## config.mk

```make
export PLATFORM = sky130hd
export DESIGN_NAME = mem_arbiter
export DESIGN_NICKNAME = d
export VERILOG_FILES = /design/src/rtl/mem_bus_pkg.sv /design/src/rtl/mem_arbiter.sv
export SDC_FILE = /design/constraint.sdc
export NUM_CORES = 1
export LEC_CHECK = 0
export ABC_AREA = 1
export CORE_MARGIN = 2
export CORE_UTILIZATION = 29
export CTS_BUF_LIST = sky130_fd_sc_hd__clkbuf_8
export CTS_CLUSTER_SIZE = 25
export DETAILED_ROUTE_END_ITERATION = 8
export GPL_TIMING_DRIVEN = 0
export PLACE_DENSITY = 0.6
export RECOVER_POWER = 50
export SLEW_MARGIN = 30
export SYNTH_ARGS = -nofsm -noshare
export SYNTH_HDL_FRONTEND = slang
export SYNTH_SLANG_ARGS = --single-unit
```

## constraint.sdc

```tcl
create_clock -name Clk -period 5.69 [get_ports Clk]
set_clock_uncertainty 0.05 [all_clocks]
set_input_delay 1.138 -clock Clk [delete_from_list [all_inputs] [get_ports Clk]]
set_output_delay 1.138 -clock Clk [all_outputs]
set_load 0.01 [all_outputs]
```

## src/rtl/mem_bus_pkg.sv

```systemverilog
// mem_bus_pkg: shared definitions for the processor cache-miss buses and the
// memory arbiter that serialises them onto main memory.
//
// Request bus (cache -> arbiter), BUS_OUT_W bits:
//   [REQ] req, [WE] write enable, [ADDR_HI:ADDR_LO] addr, [DATA_HI:DATA_LO] wdata
// Response bus (arbiter -> cache), BUS_IN_W bits:
//   [ACK] one-cycle ack, [DATA_HI:DATA_LO] rdata
package mem_bus_pkg;

  localparam int BUS_OUT_W = 66;
  localparam int BUS_IN_W  = 33;

  localparam int REQ     = 65;
  localparam int WE      = 64;
  localparam int ADDR_HI = 63;
  localparam int ADDR_LO = 32;
  localparam int DATA_HI = 31;
  localparam int DATA_LO = 0;
  localparam int ACK     = 32;

  typedef enum logic [1:0] {
    ARB_IDLE    = 2'd0,
    ARB_GRANT_D = 2'd1,
    ARB_GRANT_I = 2'd2,
    ARB_RESP    = 2'd3
  } arb_state_t;

endpackage

```

## src/rtl/mem_arbiter.sv

```systemverilog
// mem_arbiter: serialises the instruction-cache and data-cache miss buses onto
// one single-ported main-memory interface. D has priority, but if D won the
// previous grant and both are pending, I is served (alternation fairness).
// A watchdog aborts a transaction that sees no mem_ack within TIMEOUT cycles.
//
// Parameters:
//   TIMEOUT  - cycles mem_req stays high before abort; 0 disables the watchdog
//   ERR_DATA - read data returned on an aborted read
// Ports:
//   Clk, Rst           - clock, asynchronous active-high reset
//   Icache_bus_out     - I request {req, we, addr, wdata}
//   Icache_bus_in      - I response {ack, rdata}
//   Dcache_bus_out     - D request, same layout
//   Dcache_bus_in      - D response, same layout
//   mem_req/we/addr/wdata - registered memory request, held until mem_ack
//   mem_ack, mem_rdata - memory completion pulse and read data
//   o_timeout          - one-cycle pulse when the watchdog aborts
// All outputs come straight from flops.
module mem_arbiter
  import mem_bus_pkg::*;
#(
  parameter int          TIMEOUT  = 255,
  parameter logic [31:0] ERR_DATA = 32'hDEAD_BEEF
) (
  input  logic                 Clk,
  input  logic                 Rst,
  input  logic [BUS_OUT_W-1:0] Icache_bus_out,
  output logic [BUS_IN_W-1:0]  Icache_bus_in,
  input  logic [BUS_OUT_W-1:0] Dcache_bus_out,
  output logic [BUS_IN_W-1:0]  Dcache_bus_in,
  output logic                 mem_req,
  output logic                 mem_we,
  output logic [31:0]          mem_addr,
  output logic [31:0]          mem_wdata,
  input  logic                 mem_ack,
  input  logic [31:0]          mem_rdata,
  output logic                 o_timeout
);

  // A width of at least one keeps the counter legal when the watchdog is off.
  localparam int CNT_W = (TIMEOUT < 1) ? 1 : $clog2(TIMEOUT + 1);
  localparam logic [CNT_W-1:0] CNT_LIM = CNT_W'(TIMEOUT - 1);

  arb_state_t       state_q, state_d;
  logic             last_d_q, last_d_d;   // 1: previous grant went to D
  logic [CNT_W-1:0] cnt_q, cnt_d;

  logic             mem_req_d, mem_we_d;
  logic [31:0]      mem_addr_d, mem_wdata_d;
  logic             i_ack_q, i_ack_d, d_ack_q, d_ack_d;
  logic [31:0]      i_rdata_q, i_rdata_d, d_rdata_q, d_rdata_d;
  logic             tmo_d;
  logic [31:0]      resp_data;
  logic             finish;

  logic i_req, d_req;
  assign i_req = Icache_bus_out[REQ];
  assign d_req = Dcache_bus_out[REQ];

  always_comb begin
    state_d     = state_q;
    last_d_d    = last_d_q;
    cnt_d       = cnt_q;
    mem_req_d   = mem_req;
    mem_we_d    = mem_we;
    mem_addr_d  = mem_addr;
    mem_wdata_d = mem_wdata;
    i_ack_d     = 1'b0;
    d_ack_d     = 1'b0;
    i_rdata_d   = i_rdata_q;
    d_rdata_d   = d_rdata_q;
    tmo_d       = 1'b0;
    resp_data   = 32'h0;
    finish      = 1'b0;

    case (state_q)
      ARB_IDLE: begin
        if (d_req && (!i_req || !last_d_q)) begin
          state_d     = ARB_GRANT_D;
          last_d_d    = 1'b1;
          cnt_d       = '0;
          mem_req_d   = 1'b1;
          mem_we_d    = Dcache_bus_out[WE];
          mem_addr_d  = Dcache_bus_out[ADDR_HI:ADDR_LO];
          mem_wdata_d = Dcache_bus_out[DATA_HI:DATA_LO];
        end else if (i_req) begin
          state_d     = ARB_GRANT_I;
          last_d_d    = 1'b0;
          cnt_d       = '0;
          mem_req_d   = 1'b1;
          mem_we_d    = Icache_bus_out[WE];
          mem_addr_d  = Icache_bus_out[ADDR_HI:ADDR_LO];
          mem_wdata_d = Icache_bus_out[DATA_HI:DATA_LO];
        end
      end

      ARB_GRANT_D, ARB_GRANT_I: begin
        // A genuine ack takes precedence over a watchdog expiry in the same cycle.
        if (mem_ack) begin
          finish    = 1'b1;
          resp_data = mem_we ? 32'h0 : mem_rdata;
        end else if ((TIMEOUT != 0) && (cnt_q == CNT_LIM)) begin
          finish    = 1'b1;
          tmo_d     = 1'b1;
          resp_data = mem_we ? 32'h0 : ERR_DATA;
        end else begin
          cnt_d = cnt_q + 1'b1;
        end

        if (finish) begin
          state_d   = ARB_RESP;
          mem_req_d = 1'b0;
          if (state_q == ARB_GRANT_D) begin
            d_ack_d   = 1'b1;
            d_rdata_d = resp_data;
          end else begin
            i_ack_d   = 1'b1;
            i_rdata_d = resp_data;
          end
        end
      end

      // No grant here: a requester that drops req on its ack cycle must not
      // be picked up again from the still-stable request it held.
      ARB_RESP: state_d = ARB_IDLE;

      default: state_d = ARB_IDLE;
    endcase
  end

  always_ff @(posedge Clk or posedge Rst) begin
    if (Rst) begin
      state_q   <= ARB_IDLE;
      last_d_q  <= 1'b0;
      cnt_q     <= '0;
      mem_req   <= 1'b0;
      mem_we    <= 1'b0;
      mem_addr  <= 32'h0;
      mem_wdata <= 32'h0;
      i_ack_q   <= 1'b0;
      d_ack_q   <= 1'b0;
      i_rdata_q <= 32'h0;
      d_rdata_q <= 32'h0;
      o_timeout <= 1'b0;
    end else begin
      state_q   <= state_d;
      last_d_q  <= last_d_d;
      cnt_q     <= cnt_d;
      mem_req   <= mem_req_d;
      mem_we    <= mem_we_d;
      mem_addr  <= mem_addr_d;
      mem_wdata <= mem_wdata_d;
      i_ack_q   <= i_ack_d;
      d_ack_q   <= d_ack_d;
      i_rdata_q <= i_rdata_d;
      d_rdata_q <= d_rdata_d;
      o_timeout <= tmo_d;
    end
  end

  assign Icache_bus_in = {i_ack_q, i_rdata_q};
  assign Dcache_bus_in = {d_ack_q, d_rdata_q};

endmodule

```

* Word-level counts from Yosys, hierarchy flattened *
Cells that the tools add are included.

storage, ports and cells
  register bits after elaboration = 144
  output and inout bits = 133
  logic and storage cells = 72

operators by class
  $add $sub $neg = 1
  equal/unequal tests = 8
  muxes and demuxes = 36
  bitwise gates (word level) = 1
  reductions and logical operators = 14

operators with widths
  operator               count
  $mux W32               8
  $mux W8                4
  $mux W1                18
  $pmux W8 S2            1
  $reduce_and A3 Y1      3
  $add A8 B1 Y8 const B  1
  $eq A8 B8 Y1 const B   1
  $mux W2                3
  $ne A2 B2 Y1 const B   3
  $pmux W2 S3            1
  $eq A2 B2 Y1 const B   2
  $reduce_and A2 Y1      2
  $reduce_and A4 Y1      1
  $reduce_bool A2 Y1     2
  $ne A3 B3 Y1 const B   1
  $eq A2 B1 Y1 const B   1
  $logic_not A1 Y1       2
  $logic_not A2 Y1       1
  $pmux W1 S2            1
  $reduce_or A2 Y1       1
  $logic_and A1 B1 Y1    1
  $logic_or A1 B1 Y1     1
  $not A1 Y1             1

* Depth between registers and ports, before layout *
Gate-level depths: netlist of run 1.

  word-level depth = 6
  depth in mapped cells = 11

* Least setup slack after synthesis of run 1 *
OpenSTA, ideal clock, no wires.

  path type = in2reg
  start point = input Icache_bus_out[65]
  end point = register mem_addr[31]
  library setup time = 0.095 ns
  arrival = 1.971 ns
  slack = 3.573 ns
  cell stages on the path = 5
  buffers on the path = 2
  cell sequence = nand2_1 > buf_4 > clkbuf_1 > a21oi_1 > o31ai_1

on the way
  word-level cells in the longest chain between the ends = 5

RTL lines
  what                          line                text
  start: declaration            mem_arbiter.sv:27   input logic [BUS_OUT_W-1:0] Icache_bus_out,
  $logic_not A1 Y1              mem_arbiter.sv:78   if (d_req && (!i_req || !last_d_q)) begin
  $logic_or A1 B1 Y1            mem_arbiter.sv:78
  $logic_and A1 B1 Y1           mem_arbiter.sv:78
  $reduce_bool A2 Y1 (no line)  --
  $reduce_and A2 Y1 (no line)   --
  end signal: assignment        mem_arbiter.sv:151  mem_addr <= mem_addr_d;
  end: declaration              mem_arbiter.sv:33   output logic [31:0] mem_addr,

Several ways; a longest one is shown, not always the timed one.
A chain may end at the register's enable or synchronous reset.

* Worst setup path in the final report of run 1 *
  start point = input mem_ack
  end point = register d_rdata_q[6]

on the way
  word-level cells in the longest chain between the ends = 3

RTL lines
  what                         line                text
  start: declaration           mem_arbiter.sv:35   input logic mem_ack,
  $mux W1                      mem_arbiter.sv:99   if (mem_ack) begin
  $mux W1                      mem_arbiter.sv:76   case (state_q)
  $reduce_and A3 Y1 (no line)  --
  end signal: assignment       mem_arbiter.sv:156  d_rdata_q <= d_rdata_d;
  end: declaration             mem_arbiter.sv:51   logic [31:0] i_rdata_q, i_rdata_d, d_rdata_q, d_rdata_d;

Several ways; a longest one is shown, not always the timed one. The select of a mux whose other input is x is not followed.

==> impl_metrics.tcl, run 1 <==
set metrics [dict create \
    compound_gate_fraction_of_synth_area 0.122 \
    critPathRequiredTime_ns 6.02 \
    violated_checks "max-capacitance violations, max-slew violations" \
    gp_routability_congestion 0.827 \
    num_vias 6786 \
    wire_length_of_the_first_global_routing_pass_mm 36.2 \
    fp-row-count 56 \
    synth.area.mux_share 0 \
    synth_nets 998 \
    die_h_um 158 \
    htreeDepth 4 \
    tritoncts_num_sinks 144 \
    placed_area_sq_mm 0.0103 \
    peak_supply_drop_mv 0.168 \
    seqCellArea_sq_mm 0.00360 \
    status "finished with violations" \
    routed_wire_length_per_instance_um 16.0 \
    hp-class "reg -> reg" \
    maxSlewHeadroom -0.474 \
    start_util 0.294 \
    synth_top_family_by_area "simple AND/OR/NAND/NOR gates" \
    area_share_of_and_or_nand_nor_cells_after_synthesis 0.284 \
    grt_pass1_vias 6649 \
    synthDistinctLibCells 24 \
    synth_fa_ha_area_frac 0.00910 \
    finish.utilization 0.451 \
    port-buffer-count 299 \
    worst_setup_path_end_kind "flip-flop" \
    drt_drc_violations_left 0 \
    routed_wirelength_mm 23.6 \
    layout.filler_cells 2382 \
    cp_max_fo 10 \
    netlist_top_cells_count "330 x nand2_1, 144 x dfrtp_1, 82 x nor2_1, 66 x a21oi_1, 65 x o31ai_1" \
    yosys_warnings 0 \
    design.portCount 300 \
    die_width_um 158 \
    clockBufferDepth 2 \
    synth-edff-count 0 \
    timing.setup.tns_ns 0 \
    worst-setup-path-type "in -> reg" \
    post_synth_instance_area_sq_mm 0.00687 \
    p_leak_nw 4.97 \
    tightest_slew_ns 2.20 \
    cts.reportedPaths.clkPinSlew_ns 0.09 \
    drt_pass1_iterations 5 \
    final.period_utilization 0.518 \
    synth-xor-area-share 0.00255 \
    cp_data_arrival_time_ns 3.28 \
    cts_setup_buffers 0 \
    final-setup-viol-count 0 \
    detailedRoute.firstIterationViolations 285 \
    clkLatencyLatePin_ns 0.44 \
    design_area_sq_mm 0.0105 \
    pwr_density_cell_mw_per_mm2 457 \
    dp_hpwl_mm 18.1 \
    critical_path.startpoint_type "input pin" \
    synth_sequential_area_ratio 0.524 \
    syn_area_per_cell_sq_um 8.32 \
    dieArea_sq_mm 0.0250 \
    detail-route-antenna-nets 0 \
    global_route.overflow_total 0 \
    synth_seq_cells 144 \
    routed_via_density 4.59 \
    grt_usage 0.188 \
    final_net_count 1318 \
    postSynthCellCount 826 \
    synth_top_cell_by_area "dfrtp_1" \
    ctsHoldBuffers 0 \
    antenna_cells_inserted 0 \
    timing_max_transition_violations_final 41 \
    number_of_failing_hold_endpoints_at_the_final_stage 0 \
    most_frequent_cell_after_synthesis "nand2_1" \
    synth_async_sr_flop_share 1.00 \
    areaGrowthSynthToFinish_pct 53.4 \
    rsz0062_at_grt "false" \
    cts_buffers 17 \
    ys.flop_type "dfrtp_1" \
    clock_tree_from_tritoncts "done" \
    core_sq_mm 0.0234 \
    max_freq_ghz 0.339 \
    area_of_the_multi_input_gates_sq_mm 0.00280 \
    count_of_maximum_capacitance_violations 1 \
    drive_above_1_share 0.0733 \
    ctsRootBufferMaster "clkbuf_8" \
    period_minus_slack_ns 2.95 \
    synth_top_area_share 0.524 \
    synth.area.top_cells "dfrtp_1 52%, nand2_1 18%, o31ai_1 7.1%, a21oi_1 4.8%, nor2_1 4.5%" \
    grt_start_max_net_pins 55 \
    initial_antenna_violation_count 0 \
    cts.repair.resized 0 \
]
-- critical path, stage by stage --
cell,delay [ns]
dlygate4sd3_1,0.58
inv_1,0.14
clkbuf_1,0.41
nand4_1,0.36
clkbuf_1,0.33
nand2_1,0.15
nand2_1,0.06
nand2_1,0.10
-- power breakdown --
part	switching (mW)	leakage [nW]	internal [mW]
sequential	0.225	1.85	1.42
combinational	1.26	2.93	1.13
clock	0.461	0.185	0.317
total	1.95	4.97	2.87
-- path summary, 6_finish.rpt --
kind	start	to	slack, ns	cells past startpoint
setup reg to reg	cnt_q[0]	i_rdata_q[12]	3.25	11
hold reg to reg	d_rdata_q[20]	d_rdata_q[20]	0.43	2
max in group asynchronous	Rst	mem_addr[17]	2.89	2
min in group asynchronous	Rst	i_rdata_q[5]	1.68	2
hold / removal	d_rdata_q[20]	d_rdata_q[20]	0.43	2
setup / recovery	mem_ack	d_rdata_q[6]	2.74	8
-- state kept, by name (all words and copies together) (netlist names) --
register   flops
mem_wdata     32
mem_we         1
i_ack_q        1
last_d_q       1
mem_addr      32
d_rdata_q     32
d_ack_q        1
state_q        2
i_rdata_q     32
o_timeout      1
mem_req        1
cnt_q          8
-- final cells by class --
cell class	instances	area share
flip-flops and latches	144	0.342
inverters	17	0.00617
repair buffers	301	0.289
clock inverters	15	0.0121
well taps	319	0.0378
multi-input cells	611	0.266
clock buffers	17	0.0222
plain buffers	54	0.0255
-- kinds of logic (layout without fill, tap and decap cells) --
family | Yosys count | after routing
adders and majority gates | 5 | 5
and+or+nand+nor | 469 | 469
buffers and inverters | 71 | 404
xor gates and xnor gates | 2 | 2
DFF | 144 | 144
AOI/OAI and AO/OA | 135 | 135
-- placed cells by master, fill, tap and decap left out, types with 4 or more instances in the layout --
cell type and instances:
ha_1 5, buf_4 4, buf_2 17, clkbuf_8 17
inv_6 5, inv_1 15, dfrtp_1 144, nand2_2 21
clkbuf_1 29, buf_6 4, nor2_1 84, nand2_1 335
o31ai_1 65, a21oi_1 66, clkdlybuf4s50_1 297, nand3_1 22
-- metal layers --
layer	track usage	vias up	routed length, um
met5	0	-	0
met4	0.0579	0	402
met3	0.0665	30	2200
met2	0.311	265	11200
met1	0.232	3166	9830
li1	-	3325	-
-- through the flow --
step                power (mW)  cells  worst slack (ns)  hold WS [ns]
global placement          4.15   1444             -1.78         0.406
CTS                       4.99   1478              2.91         0.431
global route              5.18   1478              2.49         0.448
floorplan                 2.88    826             0.636         0.403
finish                    4.82   1478              2.74         0.425
detailed placement        4.18   1446              2.53         0.411
(Power assumes the default switching activity.)
==> run 2, diff against run 1 <==
Settings changed: PLACE_DENSITY 0.6 to 0.62.
Clock period 5.69 ns to 2.58 ns, I/O delays scaled along.
==> run 2 against run 1 <==
  * The run now ends clean
  * First-iteration DRC count grew 30%
  * Clock power rose to 2.5 times the previous value
  * Non-clock buffer count rose by 4
  * Count of clock-buffer cells in the layout up 1
  * Critical endpoint is now i_rdata_q[9]
==> impl_metrics.tcl, run 2 (synthesis gave the netlist of run 1 again) <==
set metrics [dict create \
    ctsRootBufferMaster "clkbuf_8" \
    final.period_utilization 0.853 \
    htreeDepth 4 \
    routed_wire_length_per_instance_um 16.0 \
    final_net_count 1322 \
    pwr_density_cell_mw_per_mm2 1030 \
    detailedRoute.firstIterationViolations 370 \
    critical_path.startpoint "cnt_q[0]" \
    die_h_um 158 \
    period_minus_slack_ns 2.20 \
    start_util 0.294 \
    peak_supply_drop_mv 0.376 \
    crit-reg2reg-launch "cnt_q[0]" \
    max_freq_ghz 0.454 \
    number_of_failing_hold_endpoints_at_the_final_stage 0 \
    fp-row-count 56 \
    drt_pass1_iterations 6 \
    most-common-layout-cells "349 x nand2_1, 292 x clkdlybuf4s50_1, 144 x dfrtp_1" \
    ctsHoldBuffers 0 \
    p_leak_nw 5.07 \
    worst-setup-path-type "reg -> reg" \
    detailed_route_wirelength_on_metal3_mm 2.28 \
    port-buffer-count 299 \
    initial_antenna_violation_count 0 \
    rsz0062_at_grt "false" \
    gp_routability_congestion 0.837 \
    route.layer.met1.wl_mm 9.94 \
    detail-route-antenna-nets 0 \
    critPathRequiredTime_ns 2.92 \
    cts_buffers 17 \
    most_frequent_standard_cell_in_the_layout_excluding_fill_and_tap_cells "nand2_1" \
    grt_pass1_vias 6709 \
    dieArea_sq_mm 0.0250 \
    cp_data_arrival_time_ns 2.54 \
    global_route.overflow_total 0 \
    status "complete, no violations" \
    design.portCount 300 \
    count_of_maximum_capacitance_violations 0 \
    clkLatencyLatePin_ns 0.45 \
    cts_setup_buffers 0 \
    drive_above_1_share 0.0731 \
    tritoncts_num_sinks 144 \
    cts.reportedPaths.clkPinSlew_ns 0.09 \
    hold_path.startpoint "d_rdata_q[17]" \
    areaGrowthSynthToFinish_pct 55.5 \
    final-setup-viol-count 0 \
    grt_start_max_net_pins 28 \
    tightest_slew_ns 0.811 \
    clock_tree_from_tritoncts "done" \
    num_vias 6759 \
    antenna_cells_inserted 0 \
    placed_area_sq_mm 0.0104 \
    clockBufferDepth 2 \
    drt_drc_violations_left 0 \
    dp_hpwl_mm 18.0 \
    cts.repair.resized 0 \
    timing_max_transition_violations_final 0 \
    design_area_sq_mm 0.0107 \
    maxSlewHeadroom 0.457 \
    finish.utilization 0.457 \
    met2_wirelength_mm 11.1 \
    top_layer "met4" \
    worst_setup_path_end_kind "flip-flop" \
    wire_length_of_the_first_global_routing_pass_mm 36.3 \
    hp-class "reg -> reg" \
    critical_path.startpoint_type "flip-flop" \
    grt_usage 0.190 \
    routed_via_density 4.56 \
    cp_max_fo 10 \
    die_width_um 158 \
    core_sq_mm 0.0234 \
    routed_wirelength_mm 23.7 \
]
-- run 2: changes by cell type in the layout (fill, tap and decap cells not counted), moves of 4 or more --
cell,change
clkbuf_1,-8
buf_6,+4
nand2_2,-14
nand2_1,+14
buf_12,+4
dlygate4sd3_1,+5
clkdlybuf4s50_1,-5
-- run 2: cell type report --
class,instances,area (sq um)
repair buffers,305,3100
inverters,17,65.1
plain buffers,54,334
multi-input cells,611,2770
clock buffers,18,248
flip-flops and latches,144,3600
well taps,319,399
clock inverters,14,168
fillers,2401,12700
-- run 2: routing by layer --
metal	track usage	vias up
li1	-	3337
met1	0.239	3121
met2	0.308	282
met3	0.0714	19
met4	0.0468	0
met5	0	-
-- run 2: path summary, 6_finish.rpt --
kind / end / slack [ns] / cells past startpoint
max: i_rdata_q[9] / 0.38 / 11
min: d_rdata_q[17] / 0.42 / 2
max reg2reg: i_rdata_q[9] / 0.38 / 11
min reg2reg: d_rdata_q[17] / 0.42 / 2
max in group asynchronous: mem_addr[3] / 0.50 / 6
min in group asynchronous: i_rdata_q[11] / 0.53 / 2
-- run 2: worst max-delay path, stage by stage (launching register included) --
cell     delay (ns)
dfrtp_1        0.41
inv_1          0.09
ha_1           0.16
nand2_1        0.09
nor2_4         0.15
nand2_4        0.07
nand2_1        0.10
nand2_4        0.06
nor2_1         0.63
buf_12         0.22
nand2_1        0.06
nand2_1        0.05
-- run 2: metrics by stage --
stage	total power, mW	TNS [ns]	hold WS, ns	instances	worst slack [ns]
floorplan	6.35	0	0.403	826	0.209
global placement	9.18	-180.34	0.405	1444	-1.26
detailed placement	9.25	0	0.409	1450	0.0788
CTS	11.3	0	0.326	1482	0.442
global route	11.8	0	0.442	1482	0.223
finish	11.0	0	0.419	1482	0.379
-- run 2: report_power, final --
part	internal (mW)	switching [mW]
logic	2.56	2.79
clock network	0.924	1.04
registers	3.14	0.514
total	6.63	4.35
